$ cat src/rtl/serial_adder_ctrl.sv
// Bit-serial adder: operands shift LSB-first through one full-adder slice with a registered carry,
// valid/ready on both sides. Optional signed-overflow output `ovf` built when SERIAL_ADDER_OVF_EN is defined.
module serial_adder_ctrl #(
    parameter int WIDTH = 8
) (
    input  logic             clk,
    input  logic             rst,
    input  logic             in_valid,
    output logic             in_ready,
    input  logic [WIDTH-1:0] a,
    input  logic [WIDTH-1:0] b,
    input  logic             ci,
    output logic             out_valid,
    input  logic             out_ready,
    output logic [WIDTH-1:0] sum,
    output logic             cout
`ifdef SERIAL_ADDER_OVF_EN
    ,
    output logic             ovf
`endif
);

    localparam int CNT_W = $clog2(WIDTH);
    localparam logic [CNT_W-1:0] LAST_CNT = CNT_W'(WIDTH - 1);

    typedef enum logic [1:0] {
        IDLE,
        SHIFT,
        DONE
    } state_e;

    state_e state_q, state_d;

    logic [WIDTH-1:0] a_sh_q, a_sh_d;
    logic [WIDTH-1:0] b_sh_q, b_sh_d;
    logic [WIDTH-1:0] sum_sh_q, sum_sh_d;
    logic [WIDTH-1:0] sum_q, sum_d;
    logic [CNT_W-1:0] cnt_q, cnt_d;
    logic             carry_q, carry_d;
    logic             cout_q, cout_d;
    logic             ovf_q, ovf_d;

    logic s_bit, c_bit, last_bit;

    // Single full-adder slice; carry_q closes the ripple loop across clock edges.
    assign s_bit    = a_sh_q[0] ^ b_sh_q[0] ^ carry_q;
    assign c_bit    = (a_sh_q[0] & b_sh_q[0]) | (a_sh_q[0] & carry_q) | (b_sh_q[0] & carry_q);
    assign last_bit = (state_q == SHIFT) && (cnt_q == LAST_CNT);

    // NOTE: sequential state uses non-blocking assignments so every register samples pre-edge values.
    always_ff @(posedge clk or posedge rst) begin
        if (rst) begin
            state_q <= IDLE;
        end else begin
            state_q <= state_d;
        end
    end

    // NOTE: every combinational output gets a default first so no latch is inferred.
    always_comb begin
        state_d = state_q;
        unique case (state_q)
            IDLE:    if (in_valid) state_d = SHIFT;
            SHIFT:   if (last_bit) state_d = DONE;
            DONE:    if (out_ready) state_d = IDLE;
            default: state_d = IDLE;
        endcase
    end

    always_comb begin
        in_ready  = (state_q == IDLE);
        out_valid = (state_q == DONE);
    end

    always_comb begin
        a_sh_d   = a_sh_q;
        b_sh_d   = b_sh_q;
        sum_sh_d = sum_sh_q;
        sum_d    = sum_q;
        cnt_d    = cnt_q;
        carry_d  = carry_q;
        cout_d   = cout_q;
        ovf_d    = ovf_q;
        if (state_q == IDLE && in_valid) begin
            a_sh_d  = a;
            b_sh_d  = b;
            carry_d = ci;
            cnt_d   = '0;
        end else if (state_q == SHIFT) begin
            sum_sh_d = {s_bit, sum_sh_q[WIDTH-1:1]};
            a_sh_d   = a_sh_q >> 1;
            b_sh_d   = b_sh_q >> 1;
            carry_d  = c_bit;
            // Counter parks on the last index instead of wrapping; it is reloaded on the next accept.
            cnt_d    = last_bit ? cnt_q : cnt_q + 1'b1;
            if (last_bit) begin
                sum_d  = {s_bit, sum_sh_q[WIDTH-1:1]};
                cout_d = c_bit;
                ovf_d  = carry_q ^ c_bit;
            end
        end
    end

    always_ff @(posedge clk or posedge rst) begin
        if (rst) begin
            a_sh_q   <= '0;
            b_sh_q   <= '0;
            sum_sh_q <= '0;
            sum_q    <= '0;
            cnt_q    <= '0;
            carry_q  <= 1'b0;
            cout_q   <= 1'b0;
            ovf_q    <= 1'b0;
        end else begin
            a_sh_q   <= a_sh_d;
            b_sh_q   <= b_sh_d;
            sum_sh_q <= sum_sh_d;
            sum_q    <= sum_d;
            cnt_q    <= cnt_d;
            carry_q  <= carry_d;
            cout_q   <= cout_d;
            ovf_q    <= ovf_d;
        end
    end

    assign sum  = sum_q;
    assign cout = cout_q;
`ifdef SERIAL_ADDER_OVF_EN
    assign ovf  = ovf_q;
`endif

endmodule

$ cat config.mk
export PLATFORM = sky130hd
export DESIGN_NAME = serial_adder_ctrl
export DESIGN_NICKNAME = d
export VERILOG_FILES = /design/src/rtl/serial_adder_ctrl.sv
export SDC_FILE = /design/constraint.sdc
export NUM_CORES = 1
export LEC_CHECK = 0
export CAP_MARGIN = 5
export CORE_MARGIN = 2
export CORE_UTILIZATION = 40
export CTS_CLUSTER_DIAMETER = 30
export DETAILED_ROUTE_END_ITERATION = 6
export GPL_TIMING_DRIVEN = 0
export REMOVE_ABC_BUFFERS = 1
export SLEW_MARGIN = 25
export SYNTH_ARGS = -nofsm -noshare
export SYNTH_HDL_FRONTEND = slang
export SYNTH_SLANG_ARGS = --single-unit
export TNS_END_PERCENT = 100
$ cat constraint.sdc
create_clock -name clk -period 4.6 [get_ports clk]
set_input_delay 0.92 -clock clk [delete_from_list [all_inputs] [get_ports clk]]
set_output_delay 0.92 -clock clk [all_outputs]
set_load 0.03 [all_outputs]
==> impl_metrics.tcl, run 1 <==
set metrics [dict create \
    postCtsSetupBuffers 0 \
    synth_compound_area_share_pct 12.2 \
    finalHoldViolCount 0 \
    vias 1259 \
    rsz0062_at_grt "no" \
    ys_types 28 \
    clock_skew_ps 7.21 \
    crit_arrival_ps 2030 \
    core_sq_um 4690 \
    area_delta_synth_final_pct 22.7 \
    ir_worst_vdd_v 0.000296 \
    viasPerCell 5.50 \
    maxSlewHeadroom_pct 47.9 \
    die-area_sq_um 5380 \
    synth_area_sq_um 1920 \
    track_usage_pct 14.5 \
    drv_cap 0 \
    nFillCells 425 \
    num_io_pins 32 \
    cts_tree "built" \
    grt_pass1_vias 1218 \
    remaining_drc_errors 0 \
    fmax_mhz 339 \
    drive_gt1_share_pct 20.6 \
    routed_wl_microns 3490 \
    grt_overflow 0 \
    tns_ps 0 \
    synthMuxAreaShare_pct 11.1 \
    final_common_cell "dfrtp_1" \
    syn_inst 147 \
    cts_made_buffers 5 \
    slew_violations 0 \
    final-instance-count-excl-fill 229 \
    synth_top_family_by_area "simple AND/OR/NAND/NOR gates" \
    hold_path_startpoint "sum_sh_q[1]" \
    cts_max_level 2 \
    die_height_microns 73.3 \
    nets 198 \
    leakagePower_nw 1.03 \
    path_max_fanout 38 \
    start_util_pct 41.0 \
    r2r_start "state_q[0]" \
    insertion_delay_ps 290 \
    worstMarginPinSlew_ps 781 \
    synth_xor_area_share_pct 0 \
    p_per_area_nw_per_um2 669 \
    setup_ws_ps 1650 \
    synthAdderAreaFrac_pct 2.34 \
    detail_route.iter0.violations 60 \
    dr.pass1.iters 4 \
    ys_seq_area_share_pct 49.4 \
    critPathCaptureType "output port" \
    grt_max_degree 39 \
    critPathLaunch "state_q[0]" \
    worstPathRequired_ps 3680 \
    dp_cells 221 \
    die_w_microns 73.3 \
    fin_util_pct 50.3 \
    status "finished clean" \
    setup_viol 0 \
    ys_ff_latch 38 \
    synth_simple_gate_area_share_pct 16.6 \
    hold_buffers 0 \
    pre_cts_ws_ps 1510 \
    wl_per_cell_microns 15.2 \
    setup.worst_path.start_class "flop" \
    grt_pass1_wl_microns 5900 \
    clock-sinks 38 \
    n_antenna_cell 0 \
    post-route-min-period_ps 2950 \
    syn_avg_cell_area_sq_um 13.1 \
    cts.clk_slew.worst_paths_ps 80 \
    clockBufferDepth 2 \
    yosysWarnings 0 \
    post-route-period-util_pct 64.1 \
    root_buffer "clkbuf_8" \
    dp_hpwl_microns 2230 \
    hp-class "reg2reg" \
    critPathKind "reg2out" \
    fp-row-count 25 \
    portBuffers 31 \
    ant_nets 0 \
    final_cell_mix "dfrtp_1, clkdlybuf4s50_1, inv_1, mux2_4" \
    antenna_found_initial 0 \
    gp_congestion 0.704 \
    cts_resized 0 \
]
## cells in the mapped netlist
library cell,count,area share [%]
a222oi_1,2,1.0
a221oi_2,6,4.7
buf_2,4,1.0
and3_1,3,0.98
mux2_1,7,4.1
nand3b_1,1,0.39
fa_1,1,1.0
nor2b_1,3,0.98
a32o_1,2,1.0
a211oi_2,1,0.65
nor4b_2,7,5.5
ha_1,2,1.3
dfrtp_1,38,49
a21oi_1,1,0.26
nor2_1,6,1.2
nor4bb_1,2,1.0
a211oi_1,6,2.3
nor4b_1,7,3.2
o21ai_0,1,0.26
nand2b_1,1,0.33
buf_6,4,2.3
buf_4,4,1.6
a211o_1,3,1.4
o21bai_2,1,0.59
nor2_2,1,0.33
nor3b_1,7,2.7
inv_1,17,3.3
mux2_4,9,7.0
## report_power, final
| part | leakage [nW] | internal [mW] | switching (mW) |
|---|---|---|---|
| clock network | 0.0585 | 0.177 | 0.115 |
| registers | 0.450 | 0.496 | 0.146 |
| logic | 0.518 | 0.351 | 0.294 |
| total | 1.03 | 1.02 | 0.555 |
## path summary, 6_finish.rpt
check / depth (start not counted) / slack, ps / to
min in group asynchronous: 2 / 920 / sum[0]
max in group asynchronous: 3 / 3230 / state_q[0]
worst min register to register: 1 / 510 / sum_sh_q[1]
worst max register to register: 2 / 2430 / sum[5]
worst min-delay path: 1 / 510 / sum_sh_q[1]
worst max-delay path: 2 / 1650 / in_ready
## registers in the layout, summed over array words and instances (netlist names)
name,count
sum,8
a_sh_q,8
cout,1
state_q,2
cnt_q,3
carry_q,1
sum_sh_q,7
b_sh_q,8
## metal layers
metal	track usage, %	vias to the layer above	wire length [microns]
met5	0	-	0
met4	4.85	0	38
met3	5.35	7	161
met2	23.0	32	1660
met1	18.4	624	1630
li1	-	596	-
## final cells by class
| cell class | count | area [sq um] | share of cell area (%) |
|---|---|---|---|
| timing repair buffer | 32 | 338 | 14.3 |
| multi-input combinational | 80 | 821 | 34.8 |
| tap | 54 | 67.6 | 2.86 |
| inverter | 17 | 63.8 | 2.70 |
| sequential | 38 | 953 | 40.4 |
| clock buffer | 7 | 86.3 | 3.66 |
| clock inverter | 1 | 30.0 | 1.27 |
## metrics by stage
step	cell area, sq um	power (mW)	hold slack [ps]
after global routing	2360	1.70	532
after detailed placement	2240	1.30	491
after global placement	2210	1.27	472
final	2360	1.58	505
after CTS	2350	1.59	508
after floorplan	1830	1.09	458
## cell families after synthesis
logic type	count (synthesis)
simple gates	38
flops	38
buf+inv	29
compound gates	23
mux	16
fa+ha+maj	3
## worst max-delay path, cell delays in order, from the launching register on
cell	delay (ps)
dfrtp_2	680
nor2_2	320
clkdlybuf4s50_1	720
Power figures use the tool's default switching activity.
==> run 2, diff against run 1 <==
==> constraint.sdc (replaced) <==
create_clock -name clk -period 2.9 [get_ports clk]
set_input_delay 0.58 -clock clk [delete_from_list [all_inputs] [get_ports clk]]
set_output_delay 0.58 -clock clk [all_outputs]
set_load 0.03 [all_outputs]
==> results of run 2 <==
The final DEF is identical to that of run 1. Status: finished clean.
Among the figures that moved: setup slack after placement 1510 ps -> 146 ps; setup slack after layout 1650 ps -> 290 ps; register-to-register setup slack 2430 ps -> 730 ps; total power 1.58 mW -> 2.50 mW; worst IR drop on VDD 0.000296 V -> 0.000470 V
